--- src/rtl/alu_seq_pkg.sv ---
// Shared definitions for the alu_seq block.
//   - Opcode encodings (OP_NOT .. OP_MUL). The encoding is fixed at 4 bits.
//   - state_t : top-level FSM states (IDLE, MUL_RUN).
//   - flags_t : registered flag bundle (of, zero, slt).
package alu_seq_pkg;

  localparam int OP_BITS = 4;

  localparam logic [OP_BITS-1:0] OP_NOT = 4'b0000;
  localparam logic [OP_BITS-1:0] OP_AND = 4'b0001;
  localparam logic [OP_BITS-1:0] OP_OR  = 4'b0010;
  localparam logic [OP_BITS-1:0] OP_SRL = 4'b0011;
  localparam logic [OP_BITS-1:0] OP_SLL = 4'b0100;
  localparam logic [OP_BITS-1:0] OP_SRA = 4'b0101;
  localparam logic [OP_BITS-1:0] OP_SLA = 4'b0110;
  localparam logic [OP_BITS-1:0] OP_ROR = 4'b0111;
  localparam logic [OP_BITS-1:0] OP_ROL = 4'b1000;
  localparam logic [OP_BITS-1:0] OP_ADD = 4'b1001;
  localparam logic [OP_BITS-1:0] OP_SUB = 4'b1010;
  localparam logic [OP_BITS-1:0] OP_MUL = 4'b1011;

  typedef enum logic {
    IDLE    = 1'b0,
    MUL_RUN = 1'b1
  } state_t;

  typedef struct packed {
    logic of;
    logic zero;
    logic slt;
  } flags_t;

endpackage

--- src/rtl/alu_seq_mul.sv ---
// Sequential signed multiplier core for alu_seq.
// Works on WIDTH+1-bit magnitudes so the most-negative operand is exact,
// runs one shift-add iteration per cycle and applies the sign at the end.
//
// Ports:
//   clk, rst_n : clock, asynchronous active-low reset
//   start      : load operands and begin iterating (ignored while running)
//   a, b       : signed WIDTH-bit operands, sampled on start
//   done       : high during the cycle whose clock edge completes the multiply
//   product    : signed 2*WIDTH-bit product, valid while done is high
//
// Build option: ALU_SEQ_MUL_EARLY_TERM_EN ends the run as soon as the
// remaining multiplier bits are all zero (at least one iteration).
module alu_seq_mul #(
  parameter int WIDTH = 8
) (
  input  logic               clk,
  input  logic               rst_n,
  input  logic               start,
  input  logic [WIDTH-1:0]   a,
  input  logic [WIDTH-1:0]   b,
  output logic               done,
  output logic [2*WIDTH-1:0] product
);

  localparam int CW = $clog2(WIDTH + 1);

  logic               running;
  logic [CW-1:0]      count;
  logic [2*WIDTH-1:0] acc;
  logic [2*WIDTH-1:0] mcand;
  logic [WIDTH:0]     mplier;
  logic               neg;

  logic [WIDTH:0]     mag_a;
  logic [WIDTH:0]     mag_b;
  logic [2*WIDTH-1:0] acc_next;
  logic               last;

  // |x| as WIDTH+1 bits: -2^(WIDTH-1) becomes 2^(WIDTH-1) without wrapping.
  assign mag_a = a[WIDTH-1] ? ({1'b0, ~a} + (WIDTH+1)'(1)) : {1'b0, a};
  assign mag_b = b[WIDTH-1] ? ({1'b0, ~b} + (WIDTH+1)'(1)) : {1'b0, b};

  assign acc_next = mplier[0] ? (acc + mcand) : acc;

`ifdef ALU_SEQ_MUL_EARLY_TERM_EN
  // Bits still to be consumed after this iteration are mplier[WIDTH:1].
  assign last = running && ((count == CW'(1)) || (mplier[WIDTH:1] == '0));
`else
  assign last = running && (count == CW'(1));
`endif

  assign done    = last;
  assign product = neg ? (~acc_next + (2*WIDTH)'(1)) : acc_next;

  always_ff @(posedge clk or negedge rst_n) begin
    if (!rst_n) begin
      running <= 1'b0;
      count   <= '0;
      acc     <= '0;
      mcand   <= '0;
      mplier  <= '0;
      neg     <= 1'b0;
    end else if (start && !running) begin
      running <= 1'b1;
      count   <= CW'(WIDTH);
      acc     <= '0;
      mcand   <= {{(WIDTH-1){1'b0}}, mag_a};
      mplier  <= mag_b;
      neg     <= a[WIDTH-1] ^ b[WIDTH-1];
    end else if (running) begin
      acc    <= acc_next;
      mcand  <= mcand << 1;
      mplier <= mplier >> 1;
      count  <= count - CW'(1);
      if (last) begin
        running <= 1'b0;
      end
    end
  end

endmodule

--- src/rtl/alu_seq.sv ---
// Registered ALU with valid/ready handshakes on both sides and a
// multi-cycle signed multiplier (alu_seq_mul).
//
// Handshake: an operation transfers in when in_valid && in_ready, a result
// transfers out when out_valid && out_ready. in_ready is low while the
// multiplier runs and while an untaken result is held; held results and
// flags stay stable until taken.
//
// Ports:
//   clk, rst_n          : clock, asynchronous active-low reset
//   in_valid / in_ready : operation handshake (a, b, op)
//   out_valid/out_ready : result handshake
//   result              : single-cycle op result (0 for MUL)
//   product             : signed 2*WIDTH product (0 for non-MUL)
//   of, zero, slt       : flags
//   busy                : multiplier iterating (FSM in MUL_RUN)
//
// Build option: ALU_SEQ_MUL_EARLY_TERM_EN (see alu_seq_mul).
module alu_seq
  import alu_seq_pkg::*;
#(
  parameter int WIDTH = 8,
  parameter int OPW   = 4
) (
  input  logic               clk,
  input  logic               rst_n,
  input  logic               in_valid,
  output logic               in_ready,
  input  logic [WIDTH-1:0]   a,
  input  logic [WIDTH-1:0]   b,
  input  logic [OPW-1:0]     op,
  output logic               out_valid,
  input  logic               out_ready,
  output logic [WIDTH-1:0]   result,
  output logic [2*WIDTH-1:0] product,
  output logic               of,
  output logic               zero,
  output logic               slt,
  output logic               busy
);

  state_t             state;
  flags_t             flags_q;
  logic               rst_done;   // keeps in_ready low while in reset
  logic               accept;
  logic               mul_start;

  logic [WIDTH-1:0]   sum;
  logic [WIDTH-1:0]   diff;
  logic [WIDTH-1:0]   alu_res;
  flags_t             alu_flg;
  logic               legal;

  logic               mul_done;
  logic [2*WIDTH-1:0] mul_prod;
  logic [WIDTH:0]     prod_hi;
  flags_t             mul_flg;

  assign in_ready  = rst_done && (state != MUL_RUN) && (!out_valid || out_ready);
  assign accept    = in_valid && in_ready;
  assign mul_start = accept && (op == OP_MUL);

  assign busy   = (state == MUL_RUN);
  assign of     = flags_q.of;
  assign zero   = flags_q.zero;
  assign slt    = flags_q.slt;

  assign sum  = a + b;
  assign diff = a + ~b + WIDTH'(1);

  // Single-cycle datapath. Unused opcodes (and MUL here) leave all flags 0.
  always_comb begin
    alu_res = '0;
    alu_flg = '0;
    legal   = 1'b1;
    case (op)
      OP_NOT: alu_res = ~a;
      OP_AND: alu_res = a & b;
      OP_OR:  alu_res = a | b;
      OP_SRL: alu_res = {1'b0, a[WIDTH-1:1]};
      OP_SLL: alu_res = {a[WIDTH-2:0], 1'b0};
      OP_SRA: alu_res = {a[WIDTH-1], a[WIDTH-1:1]};
      // Arithmetic left shift keeps the sign bit and drops bit WIDTH-2.
      OP_SLA: alu_res = {a[WIDTH-1], a[WIDTH-3:0], 1'b0};
      OP_ROR: alu_res = {a[0], a[WIDTH-1:1]};
      OP_ROL: alu_res = {a[WIDTH-2:0], a[WIDTH-1]};
      OP_ADD: begin
        alu_res    = sum;
        alu_flg.of = (a[WIDTH-1] == b[WIDTH-1]) && (sum[WIDTH-1] != a[WIDTH-1]);
        alu_flg.slt = sum[WIDTH-1] ^ alu_flg.of;
      end
      OP_SUB: begin
        alu_res    = diff;
        alu_flg.of = (a[WIDTH-1] == ~b[WIDTH-1]) && (diff[WIDTH-1] != a[WIDTH-1]);
        alu_flg.slt = diff[WIDTH-1] ^ alu_flg.of;
      end
      default: legal = 1'b0;
    endcase
    alu_flg.zero = legal && (alu_res == '0);
  end

  // Product fits in signed WIDTH bits only if its top WIDTH+1 bits agree.
  assign prod_hi = mul_prod[2*WIDTH-1:WIDTH-1];
  always_comb begin
    mul_flg      = '0;
    mul_flg.of   = !((&prod_hi) || (prod_hi == '0));
    mul_flg.zero = (mul_prod == '0);
  end

  alu_seq_mul #(
    .WIDTH(WIDTH)
  ) u_mul (
    .clk     (clk),
    .rst_n   (rst_n),
    .start   (mul_start),
    .a       (a),
    .b       (b),
    .done    (mul_done),
    .product (mul_prod)
  );

  always_ff @(posedge clk or negedge rst_n) begin
    if (!rst_n) begin
      state     <= IDLE;
      rst_done  <= 1'b0;
      out_valid <= 1'b0;
      result    <= '0;
      product   <= '0;
      flags_q   <= '0;
    end else begin
      rst_done <= 1'b1;
      case (state)
        IDLE: begin
          if (accept) begin
            if (op == OP_MUL) begin
              state     <= MUL_RUN;
              out_valid <= 1'b0;
              result    <= '0;
              product   <= '0;
              flags_q   <= '0;
            end else begin
              out_valid <= 1'b1;
              result    <= alu_res;
              product   <= '0;
              flags_q   <= alu_flg;
            end
          end else if (out_valid && out_ready) begin
            out_valid <= 1'b0;
          end
        end
        MUL_RUN: begin
          if (mul_done) begin
            state     <= IDLE;
            out_valid <= 1'b1;
            result    <= '0;
            product   <= mul_prod;
            flags_q   <= mul_flg;
          end
        end
        default: state <= IDLE;
      endcase
    end
  end

endmodule

--- config.mk ---
export PLATFORM = sky130hd
export DESIGN_NAME = alu_seq
export DESIGN_NICKNAME = d
export VERILOG_FILES = /design/src/rtl/alu_seq_pkg.sv /design/src/rtl/alu_seq_mul.sv /design/src/rtl/alu_seq.sv
export SDC_FILE = /design/constraint.sdc
export NUM_CORES = 1
export LEC_CHECK = 0
export BUFFER_PORTS_ARGS = -buffer_cell sky130_fd_sc_hd__clkbuf_2
export CAP_MARGIN = 20
export CORE_AREA = 10 10 138 140
export DETAILED_ROUTE_END_ITERATION = 10
export DIE_AREA = 0 0 148 150
export GPL_ROUTABILITY_DRIVEN = 0
export GPL_TIMING_DRIVEN = 0
export PLACE_DENSITY = 0.6
export SKIP_CTS_REPAIR_TIMING = 1
export SYNTH_ARGS = -nofsm -noshare
export SYNTH_HDL_FRONTEND = slang
export SYNTH_SLANG_ARGS = --single-unit
--- constraint.sdc ---
create_clock -name clk -period 4.1 [get_ports clk]
set_input_delay 0.615 -clock clk [delete_from_list [all_inputs] [get_ports clk]]
set_output_delay 0.615 -clock clk [all_outputs]
set_load 0.03 [all_outputs]
* After elaboration in Yosys (flattened, before gate mapping)
Cells that the tools add are included. Widths: inputs -> output; s select.
Word-level totals: register bits after elaboration 77, output and inout bits 30, logic and storage cells 113
Cells by class: add/sub/neg operators 8, equality and inequality tests 19, multiplexer cells 38, bitwise gates (word level) 10, reduce and logical (&&, ||, !) cells 24
Operators by type and width (count):
- $mux 16 | 8
- $pmux 8 s11 | 1
- $mux 9 | 4
- $pmux 16 s2 | 1
- $mux 8 | 3
- $add 8x1->9 const B | 2
- $add 16x1->16 const B | 1
- $add 16x16->16 | 1
- $add 8x8->8 | 2
- $eq 4x3->1 const B | 4
- $eq 4x4->1 const B | 4
- $logic_not 16->1 | 1
- $not 16->16 | 1
- $not 8->8 | 2
- $pmux 8 s2 | 1
- $reduce_or 11->1 | 1
- $logic_and 1x1->1 | 10
- $mux 1 | 10
- $logic_not 9->1 | 1
- $mux 3 | 3
- $reduce_and 9->1 | 1
- $add 8x1->8 const B | 1
- $and 8x8->8 | 1
- $eq 4x1->1 const B | 2
- other kinds (19) | 33

* Depth between registers and ports, before layout
Gate-level depths: netlist of run 1.
depth after elaboration 10, gate-level depth with buffers 14, depth with buffers taken out 14

* Cells and area by module
Synthesis of run 1 repeated with hierarchy kept, for this count alone.
Second synthesis, totals: cell total of the unflattened synthesis 762, area total of the unflattened synthesis 6281.0 µm²
Modules (own cells, without submodules):
- alu_seq_mul | times used 1, cells an instance 413, area each 3582.2 µm²
- alu_seq | times used 1, cells an instance 349, area each 2698.8 µm²

* Worst setup path before layout of run 1
OpenSTA, ideal clock, no wires.
path type register to register, start register u_mul.mcand[0], end register flags_q (netlist bit of), setup time 0.121 ns, arrival 3.785 ns, data required time 3.979 ns, path slack 0.194 ns, stages on the path, launching flop included 15, path buffers 2, cell sequence dfrtp_1 -> ha_1 -> fa_1 -> a211oi_2 -> o21a_1 -> nor3_1 -> or3b_1 -> buf_6 -> or3_1 -> buf_2 -> or4_4 -> o31ai_4 -> xnor2_1 -> or3_1 -> o22a_1
On the way: word-level cells in the longest chain between the ends 10, elaborated cells between the ends (all ways) 11, those cells by class add/sub: 2; mux: 4; bitwise: 1; reduce/logical: 4
RTL lines:
- start, declared | line alu_seq_mul.sv:31 | logic [2*WIDTH-1:0] mcand;
- start signal, assigned | line alu_seq_mul.sv:68 | mcand <= {{(WIDTH-1){1'b0}}, mag_a};
- start signal, assigned | line alu_seq_mul.sv:73 | mcand <= mcand << 1;
- $add 16x16->16 * | line alu_seq_mul.sv:44 | assign acc_next = mplier[0] ? (acc + mcand) : acc;
- $mux 16 * | line alu_seq_mul.sv:44
- $not 16->16 | line alu_seq_mul.sv:54 | assign product = neg ? (~acc_next + (2*WIDTH)'(1)) : acc_next;
- $add 16x1->16 | line alu_seq_mul.sv:54
- $mux 16 * | line alu_seq_mul.sv:54
- $reduce_and 9->1 or $logic_not 9->1 (tied branches) | line alu_seq.sv:106 | mul_flg.of = !((&prod_hi) || (prod_hi == '0));
- $logic_or 1x1->1 * | line alu_seq.sv:106
- $logic_not 1->1 * | line alu_seq.sv:106
- $mux 3 * | line alu_seq.sv:152 | if (mul_done) begin
- $pmux 3 s2 * | line alu_seq.sv:132 | case (state)
- end signal, assigned | line alu_seq.sv:145 | flags_q <= alu_flg;
- end signal, assigned | line alu_seq.sv:157 | flags_q <= mul_flg;
- end, declared | line alu_seq.sv:43 | flags_t flags_q;
Mark *: on every way between the ends. The rest lies on a longest branch, timed or not. The select of a mux whose other input is x is not followed. A chain may end at the register's enable or synchronous reset.

* Worst setup path in the final report of run 1
Same ends and word-level chain as after synthesis.

==> key figures, run 1 <==
Run status
  – Status: complete, no violations

Power and ir drop
  – Worst IR Drop VDD: 0.0002222 V
  – Pwr/cell area: 262.1 mW/mm²
  – Leak Pwr: 3.057 nW

Run
  – Maxcap violations: 0

Worst setup path
  – Crit path kind: flop to flop
  – Worst r2r src: u_mul.mcand[0]
  – CP Capture Type: flop
  – WP data arrival: 4300 ps
  – Worst setup SP type: flop
  – CP Capture Point: of
  – Critical path startpoint: u_mul.mcand[0]
  – Worst flop-to-flop path endpoint: of
  – Critical path fanouts, max: 4
  – Critical path required time: 4340 ps
  – FF-to-FF path depth: 14
  – Flop2flop setup slack: 50 ps

Clock tree
  – Clk_lat worst skew: 350 ps
  – Clock sink count: 77
  – CTS clk-pin slew, worst paths: 70 ps
  – CTS buffer count: 9
  – CTS tree: yes
  – Root Driver: clkbuf_16
  – Max Buffers Root-to-Sink: 2
  – H-tree depth: 3

Drt
  – Drt initial violations: 462
  – Vias: 5856
  – Drc violations: 0
  – DR pass1 iterations: 5
  – Via-to-Cell Ratio: 5.647
  – Drt wl/cell: 17.74 µm
  – Antenna Violating Nets Remaining: 0
  – Total routed wirelength: 18.39 mm

STA
  – Rel. slew slack: 0.2270
  – Final Hold Viols: 0
  – Worst hold slack: 212.1 ps
  – Crit path time final: 4053 ps
  – Setup TNS: 0 ps
  – Worst-Margin Slew: 1130 ps
  – Max Clock Skew: 10.65 ps
  – Worst setup margin: 46.71 ps
  – Setup violators final: 0
  – Final Max Tran Viols: 0
  – Max Fclk: 246.7 MHz
  – RSZ-0062 raised after global routing: true
  – Fin crit share: 0.9886

Global route
  – Global Route Usage Sum: 0.1622
  – Total grt overflow: 0
  – First-pass GRT wire length: 29.44 mm
  – Largest net degree at the start of global routing: 55
  – Vias in the first global route: 5588
  – Initial antenna violation count: 0

Cells and area
  – Synth-to-layout area growth: 17.15%
  – Register Area: 0.001928 mm²
  – Finished Layout Cells: 1037
  – Layout Nets: 882
  – Fillers: 1713
  – Area occupied by multi-input gates: 0.003918 mm²
  – Inserted Diodes: 0
  – Share of layout cells above drive strength 1: 0.1322

Place
  – Hpwl dp: 13.84 mm
  – PortBufs: 51
  – Placed insts: 1010
  – Dpl ws: -151.9 ps

Logic synthesis
  – Share of synthesized flip-flops with an asynchronous set or reset: 1.000
  – Synth warnings: 0
  – Post-synth top flop: dfrtp_1
  – Syn_nets: 808
  – Synthesized instance count: 738
  – Sequential-to-total area share from yosys stat: 0.3170
  – Syn avg cell area: 8.236 µm²
  – Flops & latches, synth: 77
  – Post-Syn Area: 0.006078 mm²
  – EDFF count, synth: 0
  – Netlist cell types: 76

Floorplanning
  – Height of the die: 150 µm
  – # IOs: 54
  – Die area: 0.02220 mm²
  – Row cnt: 47
  – Initial Util: 0.3718
  – Core Area: 0.01635 mm²
  – Chip width: 148 µm

Hold path
  – Hold WC Path Type: input port to asynchronous set/reset pin
## registers in the layout, indices dropped and copies added (netlist names), 4 cells and up
signal	cells
result	8
u_mul.acc	16
u_mul.count	4
u_mul.mcand	16
u_mul.mplier	9
product	16
## worst min-delay path by stage
stage,from,endpoint,slack [ps],cells after the start
floorplan,rst_n,busy,320,0
finish,rst_n,u_mul.acc[7],210,1
detailed placement,result[0],result[0],470,2
global placement,u_mul.mplier[4],u_mul.mplier[3],460,2
CTS,rst_n,u_mul.acc[7],220,1
global route,rst_n,u_mul.acc[7],240,1
## layout make-up
cell class | count | share of cell area
inverters | 33 | 0.01740
well taps | 220 | 0.03866
flip-flops and latches | 77 | 0.2708
plain buffers | 44 | 0.02460
clock inverters | 5 | 0.01160
repair buffers | 64 | 0.05271
clock buffers | 11 | 0.03409
multi-input cells | 583 | 0.5502
## kinds of logic (layout without fill, tap and decap cells)
group / after synthesis / count (layout) / synth area share
DFF: 77 / 77 / 0.3170
muxes: 8 / 8 / 0.01359
xor gates and xnor gates: 35 / 35 / 0.05043
adders and majority gates: 46 / 46 / 0.09840
AOI/OAI and AO/OA: 244 / 244 / 0.2717
buffers and inverters: 78 / 157 / 0.04981
other: 1 / 1 / 0.0006169
and+or+nand+nor: 249 / 249 / 0.1984
## cells in the final DEF, fill, tap and decap left out, types with 5 or more instances in the layout
cell / count
o21bai_1: 5
clkbuf_1: 39
a21o_1: 12
o31ai_1: 9
xor2_1: 12
o21ai_0: 70
inv_1: 31
buf_4: 12
nand3b_1: 6
nand3_1: 30
a221o_1: 5
nand2b_1: 5
nor3b_1: 5
nand2_1: 94
clkbuf_16: 9
or3_1: 7
a22o_1: 13
dfrtp_1: 76
clkbuf_2: 51
xnor2_1: 21
ha_1: 42
a31oi_1: 10
nor2_1: 41
nor3_1: 22
a211oi_1: 6
a21oi_1: 43
nor2b_1: 7
mux2i_1: 5
o22ai_1: 11
nand4_1: 6
## power breakdown
part | leakage [nW] | internal (mW) | switching (mW)
Combinational | 2.10 | 0.0776 | 0.139
Clock | 0.160 | 0.552 | 0.336
Sequential | 0.800 | 0.760 | 0.000149
## layer usage
metal  vias up  track usage  wire length, µm
met2       175       0.2522             8123
met4         0      0.05897              521
met1      2802       0.2161             8839
met5         -            0                0
li1       2848            -                -
met3        31      0.03563              909
## cells in the mapped netlist, types with 6 or more instances
| cell | count | area [µm²] |
|---|---|---|
| a21oi_1 | 44 | 220.2 |
| dfrtp_1 | 77 | 1927 |
| a22o_1 | 13 | 113.9 |
| o31ai_1 | 9 | 67.56 |
| clkbuf_1 | 38 | 142.6 |
| nand3_1 | 30 | 150.1 |
| xnor2_1 | 22 | 192.7 |
| nand3b_1 | 6 | 45.04 |
| xor2_1 | 13 | 113.9 |
| nor3_1 | 22 | 110.1 |
| o21ai_0 | 71 | 355.3 |
| o22ai_1 | 11 | 68.82 |
| inv_1 | 31 | 116.4 |
| a211oi_1 | 6 | 45.04 |
| nor2b_1 | 7 | 43.79 |
| a21o_1 | 12 | 90.09 |
| a31oi_1 | 10 | 62.56 |
| nand4_1 | 6 | 37.54 |
| or3_1 | 8 | 50.05 |
| mux2i_1 | 6 | 60.06 |
| ha_1 | 43 | 538.0 |
| nand2_1 | 94 | 352.8 |
| nor2_1 | 41 | 153.9 |
## worst max-delay path: stages (launching register included)
cell and delay, ps:
dfrtp_2 440, ha_4 180, fa_2 410, a211oi_4 290
o21a_1 240, nor3_1 60, or3b_1 380, buf_6 140
or3_4 340, or4_4 560, o31ai_4 270, xnor2_2 170
buf_4 150, a41oi_2 70, o22a_1 230
## per-stage QoR
| step | area, µm² | total power, mW | utilization |
|---|---|---|---|
| final | 7121 | 1.866 | 0.4356 |
| after global routing | 7121 | 1.921 | 0.4356 |
| after CTS | 6964 | 1.868 | 0.4260 |
| after detailed placement | 6639 | 0.9881 | 0.4061 |
| after global placement | 6609 | 0.9861 | 0.4043 |
| after floorplan | 6078 | 0.9074 | - |
Note: power is estimated with default switching activity, not from simulation.
==> inputs of run 2 (changes only) <==
- CORE_AREA: 10 10 138 140 -> 2 2 130 132
- DIE_AREA: 0 0 148 150 -> 0 0 132 134
==> run 2 against run 1 <==
Effect of this change:
- clock power rose by 7.6%
- critical endpoint unchanged
- sequential share of layout area fell by 0.43 points
- maximum frequency rose by 0.46%
==> key figures, run 2 (same netlist as run 1, synthesis figures left out) <==
Clock tree
  – CTS buffer count: 9 (unchanged)
  – Max Buffers Root-to-Sink: 2 (unchanged)
  – Root Driver: clkbuf_16
  – CTS clk-pin slew, worst paths: 70 ps (about the same)
  – H-tree depth: 3 (unchanged)
  – CTS tree: yes
  – Clock sink count: 77 (unchanged)
  – Clk_lat worst skew: 350 ps (about the same)

Run
  – Maxcap violations: 0 (unchanged)

Cells and area
  – Synth-to-layout area growth: 19.10%
  – Fillers: 1654 (-3.4%)
  – Inserted Diodes: 0 (unchanged)
  – Share of layout cells above drive strength 1: 0.1486 (+0.01641)
  – Biggest regs: product: 16 flops, u_mul.acc: 16 flops, u_mul.mcand: 16 flops
  – Commonest non-fill, non-tap cell in the layout: nand2_1
  – Commonest non-fill, non-tap cells in the layout: 94 x nand2_1, 75 x dfrtp_1, 70 x o21ai_0, 52 x clkbuf_2, 42 x a21oi_1
  – Layout Nets: 886 (+0.45%)

Worst setup path
  – Critical path, cell by cell: ha_4, fa_2, a211oi_4, o21a_1, nor3_1, or3b_1, buf_6, or3_4, or4_4, o31ai_4, xnor2_2, or3_1, o22a_1
  – Crit path kind: flop to flop
  – Slowest stage cell, crit path: or4_4
  – CP Capture Type: flop
  – Slowest stage delay, CP: 570 ps (about the same)
  – Worst setup SP type: flop
  – Critical path fanouts, max: 3 (-1)
  – WP data arrival: 4270 ps (-30 ps)
  – FF-to-FF path depth: 13 (-1)
  – Critical path required time: 4330 ps (about the same)

STA
  – Worst-Margin Slew: 1066 ps (-64.64 ps)
  – Fin crit share: 0.9840 (-0.004570)
  – Worst hold slack: 253.8 ps (+41.63 ps)
  – Setup violators final: 0 (unchanged)
  – Max Fclk: 247.9 MHz (+0.46%)
  – Final Max Tran Viols: 0 (unchanged)
  – Rel. slew slack: 0.2712 (+0.04421)
  – Max Clock Skew: 10.45 ps (-0.2031 ps)
  – Final Hold Viols: 0 (unchanged)
  – Crit path time final: 4035 ps (-18.74 ps)
  – Setup TNS: 0 ps (unchanged)

Global route
  – Vias in the first global route: 5505 (-1.5%)
  – Total grt overflow: 0 (unchanged)
  – Largest net degree at the start of global routing: 47 (-15%)
  – Global Route Usage Sum: 0.2050 (+0.04281)
  – First-pass GRT wire length: 29.21 mm (-0.80%)
  – Initial antenna violation count: 0 (unchanged)

Power and ir drop
  – Total power: 1.936 mW (+3.7%)
  – Worst IR Drop VDD: 0.0001918 V (-14%)
  – Clock Power Share: 0.494 (+0.018)
  – Leak Pwr: 3.096 nW (+1.3%)
  – Sequential power share: 0.393 (-0.014)
  – Switching Share: 0.2420 (-0.01296)
  – Comb power frac: 0.113 (-0.003)
  – Sw power: 468.5 µW (-1.5%)
  – Pint: 1.467 mW (+5.5%)
  – Pwr/cell area: 267.4 mW/mm² (+2.0%)

Place
  – Hpwl dp: 13.55 mm (-2.1%)
  – PortBufs: 51 (unchanged)

Floorplanning
  – Chip width: 132 µm (-11%)
  – Height of the die: 134 µm (-11%)
  – Die area: 0.01769 mm² (-20%)
  – # IOs: 54 (unchanged)
  – Row cnt: 47 (unchanged)
  – Initial Util: 0.3731 (+0.001342)
  – Core Area: 0.01629 mm² (-0.36%)

Drt
  – Total routed wirelength: 18.13 mm (-1.4%)
  – Drc violations: 0 (unchanged)
  – Antenna Violating Nets Remaining: 0 (unchanged)
  – Drt initial violations: 435 (-5.8%)
  – Drt wl/cell: 17.42 µm (-1.8%)
  – Vias: 5917 (+1.0%)
  – DR pass1 iterations: 5 (unchanged)
  – Via-to-Cell Ratio: 5.684 (+0.65%)

Hold path
  – Hold WC Path Type: input port to asynchronous set/reset pin

Run status
  – Status: complete, no violations
## run 2: cell count changes in the layout (fill, tap and decap cells not counted), moves of 2 or more
cell | before | now
buf_4 | 12 | 17
ha_4 | 1 | 3
ha_2 | 0 | 2
ha_1 | 42 | 38
clkbuf_1 | 39 | 36
## run 2: layout make-up
cell class	instances	area, µm²	area share
sequential	77	1929	0.2665
timing repair buffer	69	412.9	0.05703
multi-input combinational	583	3964	0.5475
clock inverter	5	106.4	0.01469
inverter	33	123.9	0.01711
buffer	43	175.2	0.02420
tap	220	275.3	0.03802
clock buffer	11	252.7	0.03491
## run 2: power by group through the flow
stage | sequential (mW) | clock (mW) | combinational [mW]
2_1_floorplan | 0.775 | 0 | 0.133
4_1_cts | 0.760 | 0.972 | 0.216
3_3_place_gp | 0.775 | 0 | 0.212
3_5_place_dp | 0.775 | 0 | 0.215
6_report | 0.761 | 0.957 | 0.218
5_1_grt | 0.760 | 1.00 | 0.242
## run 2: worst max-delay path: cells and delay by family (launching register included)
kind	cells	cell delay, ps
compound gates	4	950
buf+inv	1	140
simple gates	5	1660
flops	1	440
xor+xnor	1	130
fa+ha+maj	2	590
## run 2: metrics by stage
stage	setup WS, ps	cell area, µm²	utilization	instances
after floorplan	193.7	6078	-	738
after global placement	-180.7	6609	0.4057	1009
after detailed placement	-150.0	6639	0.4076	1010
after CTS	-187.4	6998	0.4296	1026
after global routing	-29.64	7239	0.4444	1041
final	65.44	7239	0.4444	1041
## run 2: metal layers
| layer | part of all wire | vias to the layer above | track usage |
|---|---|---|---|
| li1 | - | 2853 | - |
| met1 | 0.48 | 2844 | 0.2903 |
| met2 | 0.44 | 184 | 0.3113 |
| met3 | 0.050 | 36 | 0.03250 |
| met4 | 0.034 | 0 | 0.08575 |
| met5 | 0 | - | 0 |
## run 2: worst paths after layout
kind | endpoint | startpoint | slack, ps
min | u_mul.acc[7] | rst_n | 250
max in group asynchronous | u_mul.acc[4] | rst_n | 3230
max reg2reg | of | u_mul.mcand[0] | 70
max | of | u_mul.mcand[0] | 70
min in group clk | result[2] | result[2] | 490
min reg2reg | result[2] | result[2] | 490
